===== config.mk =====
export PLATFORM = sky130hd
export DESIGN_NAME = binary_to_bcd_converter_flat
export DESIGN_NICKNAME = d
export VERILOG_FILES = /design/src/rtl/binary_to_bcd_converter_pkg.sv /design/src/rtl/binary_to_bcd_converter_if.sv /design/src/rtl/binary_to_bcd_converter_add3.sv /design/src/rtl/binary_to_bcd_converter.sv /design/src/flat_wrapper.sv
export SDC_FILE = /design/constraint.sdc
export NUM_CORES = 1
export LEC_CHECK = 0
export BUFFER_PORTS_ARGS = -buffer_cell sky130_fd_sc_hd__buf_2
export CELL_PAD_IN_SITES_DETAIL_PLACEMENT = 0
export CELL_PAD_IN_SITES_GLOBAL_PLACEMENT = 1
export CORE_UTILIZATION = 45
export DETAILED_ROUTE_END_ITERATION = 16
export PLACE_DENSITY = 0.81
export SLEW_MARGIN = 40
export SYNTH_ARGS = -nofsm -noshare
export SYNTH_HDL_FRONTEND = slang
export SYNTH_HIERARCHICAL = 1
export SYNTH_SLANG_ARGS = --single-unit
export TNS_END_PERCENT = 20

===== constraint.sdc =====
create_clock -name clk_100MHz -period 1.9 [get_ports clk_100MHz]
set_clock_uncertainty 0.1 [all_clocks]
set_input_delay 0.19 -clock clk_100MHz [delete_from_list [all_inputs] [get_ports clk_100MHz]]
set_output_delay 0.19 -clock clk_100MHz [all_outputs]
set_load 0.1 [all_outputs]

===== src/rtl/binary_to_bcd_converter_pkg.sv =====
// Shared constants and FSM encoding for the binary-to-BCD converter.
// Latency: none (declarations only).
// Backpressure: none (declarations only).
package binary_to_bcd_converter_pkg;

  localparam int         BIN_WIDTH_DEF = 14;
  localparam int         DIGITS        = 4;
  localparam int         MAX_VALUE     = 10**DIGITS - 1;
  localparam logic [3:0] NINE          = 4'd9;

  typedef enum logic [1:0] {
    IDLE  = 2'd0,
    SHIFT = 2'd1,
    DONE  = 2'd2
  } state_t;

endpackage


===== src/rtl/binary_to_bcd_converter_if.sv =====
// Request/result bundle between the converter and its client (display stage).
// Latency: none (wires only).
// Backpressure: start is ignored while busy; there is no queuing.
interface binary_to_bcd_converter_if
  import binary_to_bcd_converter_pkg::*;
#(
  parameter int BIN_WIDTH = BIN_WIDTH_DEF
);
  logic                 start;
  logic [BIN_WIDTH-1:0] bin;
  logic                 busy;
  logic                 done;
  logic                 overflow;
  logic [3:0]           v3;
  logic [3:0]           v2;
  logic [3:0]           v1;
  logic [3:0]           v0;

  modport master (
    output start, bin,
    input  busy, done, overflow, v3, v2, v1, v0
  );

  modport slave (
    input  start, bin,
    output busy, done, overflow, v3, v2, v1, v0
  );

endinterface


===== src/rtl/binary_to_bcd_converter_add3.sv =====
// Double-dabble nibble corrector: adds 3 to a BCD digit of 5 or more.
// Latency: combinational.
// Backpressure: none.
module binary_to_bcd_converter_add3 (
  input  logic [3:0] din,
  output logic [3:0] dout
);

  // Digits 0..9 only reach here, so the 4-bit sum never wraps.
  always_comb begin
    dout = (din >= 4'd5) ? din + 4'd3 : din;
  end

endmodule


===== src/rtl/binary_to_bcd_converter.sv =====
// Sequential shift/add-3 converter from unsigned binary to four BCD digits, saturating at 9999.
// Latency: BIN_WIDTH shift cycles after the accepting edge, then a one-cycle done pulse.
// Backpressure: start is accepted only in IDLE or DONE; requests while busy are dropped.
module binary_to_bcd_converter
  import binary_to_bcd_converter_pkg::*;
#(
  parameter int BIN_WIDTH = BIN_WIDTH_DEF
) (
  input logic                       clk_100MHz,
  input logic                       reset,
  binary_to_bcd_converter_if.slave  bus
);

  localparam int          BCD_W   = DIGITS * 4;
  localparam int          SW      = BCD_W + BIN_WIDTH;
  localparam int          CW      = $clog2(BIN_WIDTH + 1);
  localparam logic [31:0] MAX_VAL = 32'(MAX_VALUE);

  state_t            state;
  logic [SW-1:0]     shreg;
  logic [CW-1:0]     cnt;
  logic              ovf;
  logic [BCD_W-1:0]  bcd_q;
  logic              ovf_q;

  logic [BCD_W-1:0]  bcd_corr;
  logic [SW-1:0]     shreg_nxt;
  logic              bin_ovf;

  // One corrector per BCD digit of the shift register.
  for (genvar g = 0; g < DIGITS; g++) begin : g_add3
    binary_to_bcd_converter_add3 u_add3 (
      .din  (shreg[BIN_WIDTH + 4*g +: 4]),
      .dout (bcd_corr[4*g +: 4])
    );
  end

  assign shreg_nxt = {bcd_corr, shreg[BIN_WIDTH-1:0]} << 1;
  assign bin_ovf   = 32'(bus.bin) > MAX_VAL;

  // FSM, iteration counter, shift register and held result registers.
  // The result is captured on the edge that enters DONE so it is already valid while done is high.
  always_ff @(posedge clk_100MHz or posedge reset) begin
    if (reset) begin
      state <= IDLE;
      shreg <= '0;
      cnt   <= '0;
      ovf   <= 1'b0;
      bcd_q <= '0;
      ovf_q <= 1'b0;
    end else begin
      case (state)
        IDLE, DONE: begin
          if (bus.start) begin
            shreg <= {{BCD_W{1'b0}}, bus.bin};
            cnt   <= '0;
            ovf   <= bin_ovf;
            state <= SHIFT;
          end else begin
            state <= IDLE;
          end
        end
        SHIFT: begin
          shreg <= shreg_nxt;
          cnt   <= cnt + 1'b1;
          if (cnt == CW'(BIN_WIDTH - 1)) begin
            state <= DONE;
            bcd_q <= ovf ? {DIGITS{NINE}} : shreg_nxt[SW-1 -: BCD_W];
            ovf_q <= ovf;
          end
        end
        default: state <= IDLE;
      endcase
    end
  end

  assign bus.busy     = (state == SHIFT);
  assign bus.done     = (state == DONE);
  assign bus.overflow = ovf_q;
  assign bus.v3       = bcd_q[15:12];
  assign bus.v2       = bcd_q[11:8];
  assign bus.v1       = bcd_q[7:4];
  assign bus.v0       = bcd_q[3:0];

endmodule

===== src/flat_wrapper.sv =====
// flat-port wrapper written by rule: the top's interface ports become plain ports
module binary_to_bcd_converter_flat import binary_to_bcd_converter_pkg::*;
#(
  parameter int BIN_WIDTH = BIN_WIDTH_DEF
)
  (clk_100MHz, reset, bus_start, bus_bin, bus_busy, bus_done, bus_overflow, bus_v3, bus_v2, bus_v1, bus_v0);
  binary_to_bcd_converter_if #(.BIN_WIDTH(BIN_WIDTH)) bus_i ();
  input logic clk_100MHz;
  input logic reset;
  input wire logic [$bits(bus_i.start)-1:0] bus_start;
  input wire logic [$bits(bus_i.bin)-1:0] bus_bin;
  output wire logic [$bits(bus_i.busy)-1:0] bus_busy;
  output wire logic [$bits(bus_i.done)-1:0] bus_done;
  output wire logic [$bits(bus_i.overflow)-1:0] bus_overflow;
  output wire logic [$bits(bus_i.v3)-1:0] bus_v3;
  output wire logic [$bits(bus_i.v2)-1:0] bus_v2;
  output wire logic [$bits(bus_i.v1)-1:0] bus_v1;
  output wire logic [$bits(bus_i.v0)-1:0] bus_v0;
  assign bus_i.start = bus_start;
  assign bus_i.bin = bus_bin;
  assign bus_busy = bus_i.busy;
  assign bus_done = bus_i.done;
  assign bus_overflow = bus_i.overflow;
  assign bus_v3 = bus_i.v3;
  assign bus_v2 = bus_i.v2;
  assign bus_v1 = bus_i.v1;
  assign bus_v0 = bus_i.v0;
  binary_to_bcd_converter #(.BIN_WIDTH(BIN_WIDTH)) u_core (.clk_100MHz(clk_100MHz), .reset(reset), .bus(bus_i));
endmodule

==> results.md <==
- Outcome: completed
- Worst slew pin tran: 0.838 ns
- Critical path type: reg -> reg
- Hold Fails Final Rpt: 0
- Clk buf depth: 2
- Pre-Repair DR Iteration Count: 4
- RSZ-0062 raised after global routing: yes
- Layout cells sized above 1: 26.2%
- Slew margin rel.: 44.1%
- TritonCTS clock tree: done
- Tot GR Track Use: 18.6%
- First-pass GRT wire length: 9040 um
- Num Clock Sinks: 54
- Final setup viols: 0
- Antenna-violating nets left: 0
- Worst path top cell family by delay: compound AO/OA/AOI/OAI gates
- Hpwl dp: 3300 um
- Worst-Skew Late Latency: 0.30 ns
- Root Buffer: clkbuf_8
- Hold Crit Class: in -> reg
- Net Count, Synth: 281
- Clock transition at path regs: 0.09 ns
- Worst path bufs/invs: 1
- Starting Density: 47.7%
- Num ports: 36
- Max Used Layer: met4
- Placed cell areas: 2920 um^2
- WL final: 5290 um
- Syn_area_per_cell: 10.6 um^2
- Max-cap violations: 0
- Slew Limit Fails: 0
- Core area: 5640 um^2
- Slowest stage delay, CP: 0.43 ns
- Vias per cell: 5.36
- Fin nets: 321
- Crit-path slowest cell: dfrtp_1
- Metal-1 WL: 2720 um
- Most frequent cells in the layout: dfrtp_1, buf_2, a22o_1, nand2_1, o21ai_0
- I/O Buffers: 35
- Critical path arrival: 1.96 ns
- Die area: 6290 um^2
- Initial antenna violation count: 0
- Post-route cell area: 3160 um^2
- Routed wl met3: 174 um
- Crit path cell chain: ha_1 -> nand2b_1 -> a21oi_2 -> mux2i_1 -> inv_1 -> o41ai_2
- ANT cells: 0
- DRC: 0
- Warnings from Yosys: 6
- Commonest non-fill, non-tap cell in the layout: dfrtp_1
- H-tree depth: 2
- Placer Congestion: 0.731
- Post-Synthesis Cells: 254
- Worst Path Required: 2.01 ns
- Grt ovf: 0
- Crit share post-route: 97.6%
- Die height: 79.3 um
- Die width: 79.3 um
- TritonCTS buffer count: 5
- Synthesized area: 2690 um^2
- Minimum clock period: 1.85 ns
- Synth-to-layout area growth: 17.5%
- Filler instances: 499
- Vias post-DR: 1963
- Vias in the first global route: 1890
- # rows: 27
- Crit Path Max Fanout: 5
- Largest net degree at the start of global routing: 55
- 1st-iter DRT viols: 68
- Wirelength per Cell: 14.5 um
- Worst Setup Start Kind: flip-flop
- Fmax: 539 MHz
- Metal2 WL: 2370 um
- Crit. End Element: flip-flop
==> tightest hold or removal path, cell delays in order <==
cell,delay (ns)
buf_2,0.08
a22oi_1,0.06
nand2_1,0.05
==> repair_timing <==
action | CTS | global route
gates resized for setup | 1 | 15
buffers inserted | 0 | 4
endpoints found under the setup margin | 2 | 8
hold buffers | 4 | 0
hold endpoints to repair | 57 | 0
pin swaps | 1 | 6
==> worst paths after layout <==
| kind | start | endpoint | slack (ns) | depth (start not counted) |
|---|---|---|---|---|
| worst min register to register | u_core/shreg[8]$_DFFE_PP0P_ | u_core/shreg[8]$_DFFE_PP0P_ | 0.39 | 1 |
| worst max-delay path | u_core/shreg[22]$_DFFE_PP0P_ | u_core/bcd_q[10]$_DFFE_PP0P_ | 0.05 | 6 |
| max in group asynchronous | reset | u_core/shreg[14]$_DFFE_PP0P_ | 1.08 | 4 |
| min in group asynchronous | reset | u_core/shreg[20]$_DFFE_PP0P_ | 0.37 | 4 |
| worst min-delay path | bus_bin[3] | u_core/shreg[3]$_DFFE_PP0P_ | 0.01 | 3 |
| worst max register to register | u_core/shreg[22]$_DFFE_PP0P_ | u_core/bcd_q[10]$_DFFE_PP0P_ | 0.05 | 6 |
==> cell type report <==
cell class	count	area, um^2	share of cell area, %
flip-flops and latches	54	1350	42.9
multi-input cells	164	1240	39.1
repair buffers	50	325	10.3
well taps	72	90.1	2.85
inverters	19	73.8	2.34
clock buffers	6	72.6	2.30
clock inverters	1	7.51	0.238
==> stage by stage <==
| step | utilization [%] | worst slack (ns) | TNS (ns) | cells | hold slack [ns] |
|---|---|---|---|---|---|
| 6_report | 56.0 | 0.0457 | 0 | 366 | 0.0127 |
| 5_1_grt | 56.0 | -0.0792 | -0.195 | 366 | 0.00690 |
| 4_1_cts | 54.0 | 0.00547 | 0 | 362 | 0.00235 |
| 3_5_place_dp | 51.7 | -0.0265 | -0.0265 | 351 | 0.166 |
| 3_3_place_gp | 51.7 | 0.0690 | 0 | 351 | 0.165 |
| 2_1_floorplan | - | 0.173 | 0 | 254 | 0.218 |
==> layer usage <==
layer  global-route usage (%)  vias up
met5                        0        -
met4                     4.36        0
met3                     4.14        2
met2                     28.4       42
met1                     26.6      943
li1                         -      976
==> flip-flops by register name, summed over array words and instances (netlist names) <==
| signal | count |
|---|---|
| u_core/shreg | 30 |
| u_core/bcd_q | 16 |
| u_core/cnt | 4 |
| u_core/state | 2 |
| u_core/bus.overflow | 1 |
| u_core/ovf | 1 |
Power is left out: the tool's default activity adds up to more than one toggle a clock period on the data nets, which glitch-free logic cannot reach.
